[src/rtl/key_expansion_ctrl.sv]
// AES-128 key-schedule sequencer: emits round keys 0..10 with valid/ready handshake,
// using an external shared S-box word unit through sub_in/sub_out.
module key_expansion_ctrl (
    input  logic         clk,
    input  logic         rst,
    input  logic         start,
    input  logic [127:0] key_in,
    output logic         rk_valid,
    input  logic         rk_ready,
    output logic [127:0] rk_out,
    output logic [3:0]   rk_index,
    output logic         busy,
    output logic         done,
    output logic [31:0]  sub_in,
    input  logic [31:0]  sub_out
);

    typedef enum logic [1:0] {StIdle, StEmit, StSub} state_e;

    localparam logic [3:0] LastRound = 4'd10;

    state_e       state_q, state_d;
    logic [127:0] key_q, key_d;
    logic [3:0]   idx_q, idx_d;
    logic [7:0]   rcon_q, rcon_d;
    logic         busy_q, busy_d;
    logic         done_q, done_d;

    logic         handshake;
    logic [31:0]  t_word;
    logic [31:0]  w0_n, w1_n, w2_n, w3_n;
    logic [7:0]   rcon_next;

    assign handshake = (state_q == StEmit) && rk_ready;

    // State register
    always_ff @(posedge clk or posedge rst) begin
        if (rst) begin
            state_q <= StIdle;
        end else begin
            state_q <= state_d;
        end
    end

    // Next-state logic
    always_comb begin
        state_d = state_q;
        unique case (state_q)
            StIdle: begin
                if (start) begin
                    state_d = StEmit;
                end
            end
            StEmit: begin
                if (rk_ready) begin
                    state_d = (idx_q == LastRound) ? StIdle : StSub;
                end
            end
            StSub: begin
                state_d = StEmit;
            end
            default: begin
                state_d = StIdle;
            end
        endcase
    end

    // Output decode
    always_comb begin
        rk_valid = (state_q == StEmit);
    end

    // One round of the schedule; sub_out is only meaningful while in StSub.
    always_comb begin
        t_word    = sub_out ^ {rcon_q, 24'h000000};
        w0_n      = key_q[127:96] ^ t_word;
        w1_n      = key_q[95:64] ^ w0_n;
        w2_n      = key_q[63:32] ^ w1_n;
        w3_n      = key_q[31:0] ^ w2_n;
        rcon_next = rcon_q[7] ? ({rcon_q[6:0], 1'b0} ^ 8'h1b) : {rcon_q[6:0], 1'b0};
    end

    always_comb begin
        key_d  = key_q;
        idx_d  = idx_q;
        rcon_d = rcon_q;
        busy_d = busy_q;
        done_d = 1'b0;
        unique case (state_q)
            StIdle: begin
                if (start) begin
                    key_d  = key_in;
                    idx_d  = 4'd0;
                    rcon_d = 8'h01;
                    busy_d = 1'b1;
                end
            end
            StEmit: begin
                if (handshake && (idx_q == LastRound)) begin
                    busy_d = 1'b0;
                    done_d = 1'b1;
                end
            end
            StSub: begin
                key_d  = {w0_n, w1_n, w2_n, w3_n};
                idx_d  = idx_q + 4'd1;
                rcon_d = rcon_next;
            end
            default: begin
                busy_d = 1'b0;
            end
        endcase
    end

    always_ff @(posedge clk or posedge rst) begin
        if (rst) begin
            key_q  <= '0;
            idx_q  <= 4'd0;
            rcon_q <= 8'h01;
            busy_q <= 1'b0;
            done_q <= 1'b0;
        end else begin
            key_q  <= key_d;
            idx_q  <= idx_d;
            rcon_q <= rcon_d;
            busy_q <= busy_d;
            done_q <= done_d;
        end
    end

    assign rk_out   = key_q;
    assign rk_index = idx_q;
    assign busy     = busy_q;
    assign done     = done_q;
    assign sub_in   = {key_q[23:0], key_q[31:24]};

endmodule

[config.mk]
export PLATFORM = sky130hd
export DESIGN_NAME = key_expansion_ctrl
export DESIGN_NICKNAME = d
export VERILOG_FILES = /design/src/rtl/key_expansion_ctrl.sv
export SDC_FILE = /design/constraint.sdc
export NUM_CORES = 1
export LEC_CHECK = 0
export CORE_AREA = 2 2 143 145
export DETAILED_ROUTE_END_ITERATION = 7
export DIE_AREA = 0 0 145 147
export PLACE_DENSITY_LB_ADDON = 0.05
export SKIP_CTS_REPAIR_TIMING = 1
export SYNTH_ARGS = -nofsm -noshare
export SYNTH_HDL_FRONTEND = slang
export SYNTH_SLANG_ARGS = --single-unit
[constraint.sdc]
create_clock -name clk -period 5.7 [get_ports clk]
set_input_delay 0.855 -clock clk [delete_from_list [all_inputs] [get_ports clk]]
set_output_delay 0.855 -clock clk [all_outputs]
set_load 0.02 [all_outputs]
==> impl_metrics.sql <==
INSERT INTO impl_metrics (metric_group, metric, value, unit) VALUES
('status', 'status', 'complete, no violations', ''),
('route', 'routed_wire_length_per_instance', '19.3', 'um'),
('critical_path', 'timing.critical_path.to_type', 'output pin', ''),
('min_path', 'hold_start', 'busy', ''),
('global_routing', 'global_route.overflow_total', '0', ''),
('power_and_ir_drop', 'static-leakage-power', '4.85', 'nW'),
('finish', 'drive_above_1_share', '5.46', '%'),
('synth', 'synthesis_warnings', '0', ''),
('synth', 'synthMostInstantiatedCell', 'dfrtp_1', ''),
('sta', 'final-max-slew-violation-count', '0', ''),
('synth', 'synth.lib_cells_used.distinct', '41', ''),
('power_and_ir_drop', 'internal_power', '4.50', 'mW'),
('sta', 'timing.max_slew.rel_slack', '21.2', '%'),
('critical_path', 'critical_path.reg2reg.endpoint', 'rk_out[89]', ''),
('sta', 'holdWs', '0.518', 'ns'),
('clocking', 'cts_sinks', '144', ''),
('floorplan', 'initial_core_util', '44.3', '%'),
('power_and_ir_drop', 'power.share.sequential', '26.3', '%'),
('critical_path', 'critPathArrivalTime', '3.11', 'ns'),
('route', 'route.vias.total', '8316', ''),
('route', 'drc_errors_left', '0', ''),
('placed_design', 'routabilityCongestion', '0.829', ''),
('critical_path', 'worst-setup-path-type', 'reg2out', ''),
('synth', 'synth_top_cell_by_area', 'dfrtp_1', ''),
('sta', 'rsz0062_at_grt', 'no', ''),
('synth', 'ys_async_sr_fraction', '100', '%'),
('placed_design', 'dp_hpwl', '20000', 'um'),
('clocking', 'clk_path_buf_depth', '2', ''),
('synth', 'ys_seq_elements', '144', ''),
('route', 'total_detailed_routing_wirelength', '28900', 'um'),
('critical_path', 'worst-r2r-cell-count', '5', ''),
('sta', 'fin_ws', '1.73', 'ns'),
('synth', 'synth_largest_type_area_fraction', '40.7', '%'),
('sta', 'final_hold_vios', '0', ''),
('global_routing', 'grt_max_degree', '107', ''),
('finish', 'layout.nets', '1379', ''),
('floorplan', 'floorplan.die.width', '145', 'um'),
('synth', 'edff_count_synth', '0', ''),
('floorplan', 'core_region_area', '19800', 'um2'),
('synth', 'synthFlopType', 'dfrtp_1', ''),
('floorplan', 'dieArea', '21300', 'um2'),
('floorplan', 'die-height', '147', 'um'),
('critical_path', 'crit_fanout', '59', ''),
('finish', 'layout.cells.non_filler', '1497', ''),
('critical_path', 'required_arrival_time_at_the_worst_endpoint', '4.85', 'ns'),
('route', 'route.detailed.vias_per_inst', '5.56', ''),
('floorplan', 'std_cell_rows', '52', ''),
('clocking', 'cts.root.buffer_cell', 'clkbuf_16', ''),
('finish', 'area.growth.synth_to_final', '42.8', '%'),
('min_path', 'worstHoldPathType', 'reg2reg', ''),
('sta', 'finalCriticalPeriod', '3.97', 'ns'),
('power_and_ir_drop', 'power_per_cell_area', '666', 'nW/um2'),
('placed_design', 'dpl.cell_count', '1464', ''),
('sta', 'setup_total_negative_slack', '0', 'ns'),
('power_and_ir_drop', 'p_comb_share', '59.8', '%'),
('power_and_ir_drop', 'maximum_resistive_drop_on_vdd', '338', 'uV'),
('sta', 'timing.final.setup_violations', '0', ''),
('clocking', 'cts_tree', 'built', ''),
('min_path', 'hold-path-endpoint', 'busy', ''),
('finish', 'fin_util', '63.2', '%'),
('sta', 'final_min_period_over_clock_period', '69.6', '%'),
('critical_path', 'timing.critical_path.from_type', 'flop', ''),
('power_and_ir_drop', 'power', '8.35', 'mW'),
('placed_design', 'dp_worst_setup_slack', '2.16', 'ns'),
('placed_design', 'dpl-instance-area', '11900', 'um2'),
('finish', 'finalInstanceArea', '12500', 'um2'),
('global_routing', 'initial_antenna_violation_count', '2', ''),
('synth', 'synth.avg_cell_area', '9.08', 'um2'),
('critical_path', 'worst_r2r_startpoint', 'state_q[0]', ''),
('job', 'max-cap-violations', '0', ''),
('clocking', 'htree_levels', '4', '');
state kept, by name, indices dropped and copies added, names as in the netlist:
| register | cells |
|---|---|
| busy | 1 |
| done | 1 |
| rcon_q | 8 |
| rk_index | 4 |
| rk_out | 128 |
| state_q | 2 |
critical path, stage by stage, from the launching register on:
cell,delay (ns)
dfrtp_1,0.77
clkinv_2,0.87
nor2_1,0.38
clkdlybuf4s50_1,0.66
per-layer routing:
metal	track usage (%)	up-vias	part of all wire, %
li1	-	3988	-
met1	36.7	3945	45
met2	40.3	343	45
met3	7.08	38	7.5
met4	8.37	2	2.2
met5	0	-	0.055
area by class of cell:
type	count	area, um2	share of cell area, %
Clock buffer	19	443	3.53
Multi-Input combinational cell	707	4590	36.6
Tap cell	270	338	2.69
Inverter	4	21.3	0.170
Antenna cell	1	2.50	0.0199
Sequential cell	144	3610	28.8
Clock inverter	13	163	1.30
Timing Repair Buffer	339	3380	26.9
worst max-delay path by stage:
stage	cells past startpoint	slack, ns	startpoint	endpoint
2_1_floorplan	1	0.98	rst	busy
3_3_place_gp	3	2.22	state_q[0]	rk_valid
3_5_place_dp	3	2.16	state_q[0]	rk_valid
4_1_cts	3	1.70	state_q[0]	rk_valid
5_1_grt	3	1.46	state_q[0]	rk_valid
6_report	3	1.73	state_q[0]	rk_valid
kinds of logic (layout without fill, tap and decap cells):
logic type / after synthesis / after routing / synth area share, %
other cells: 0 / 1 / 0
xor+xnor: 105 / 105 / 12.5
flops: 144 / 144 / 41.0
simple gates: 196 / 196 / 9.33
buf+inv: 116 / 375 / 6.89
mux: 24 / 24 / 2.82
fa+ha+maj: 2 / 2 / 0.285
compound gates: 380 / 380 / 27.1
power groups by stage:
stage	Combinational, mW	Sequential (mW)	Clock (mW)
floorplan	2.80	2.57	0
global placement	4.93	2.18	0
detailed placement	4.98	2.21	0
CTS	5.01	2.19	1.17
global route	5.37	2.29	1.22
finish	5.00	2.20	1.15
placed cells by master (no fill, tap or decap), types with 3 or more instances in the layout:
cell and instances:
a21oi_1 125, a22o_1 3, a22oi_1 12, a2bb2oi_1 8, a31oi_1 5, a32o_1 12
buf_4 8, bufinv_16 3, clkbuf_16 17, clkdlybuf4s50_1 329, clkinv_2 3, clkinvlp_4 6
dfrtp_1 142, mux2_2 6, mux2i_1 18, nand2_1 124, nand3_1 27, nor2_1 34
nor3_2 5, o21a_1 5, o21ai_0 55, o221ai_1 5, o22a_1 40, o22ai_1 94
o31ai_1 13, xnor2_1 43, xnor3_1 10, xor2_1 47
Power figures use the tool's default switching activity.
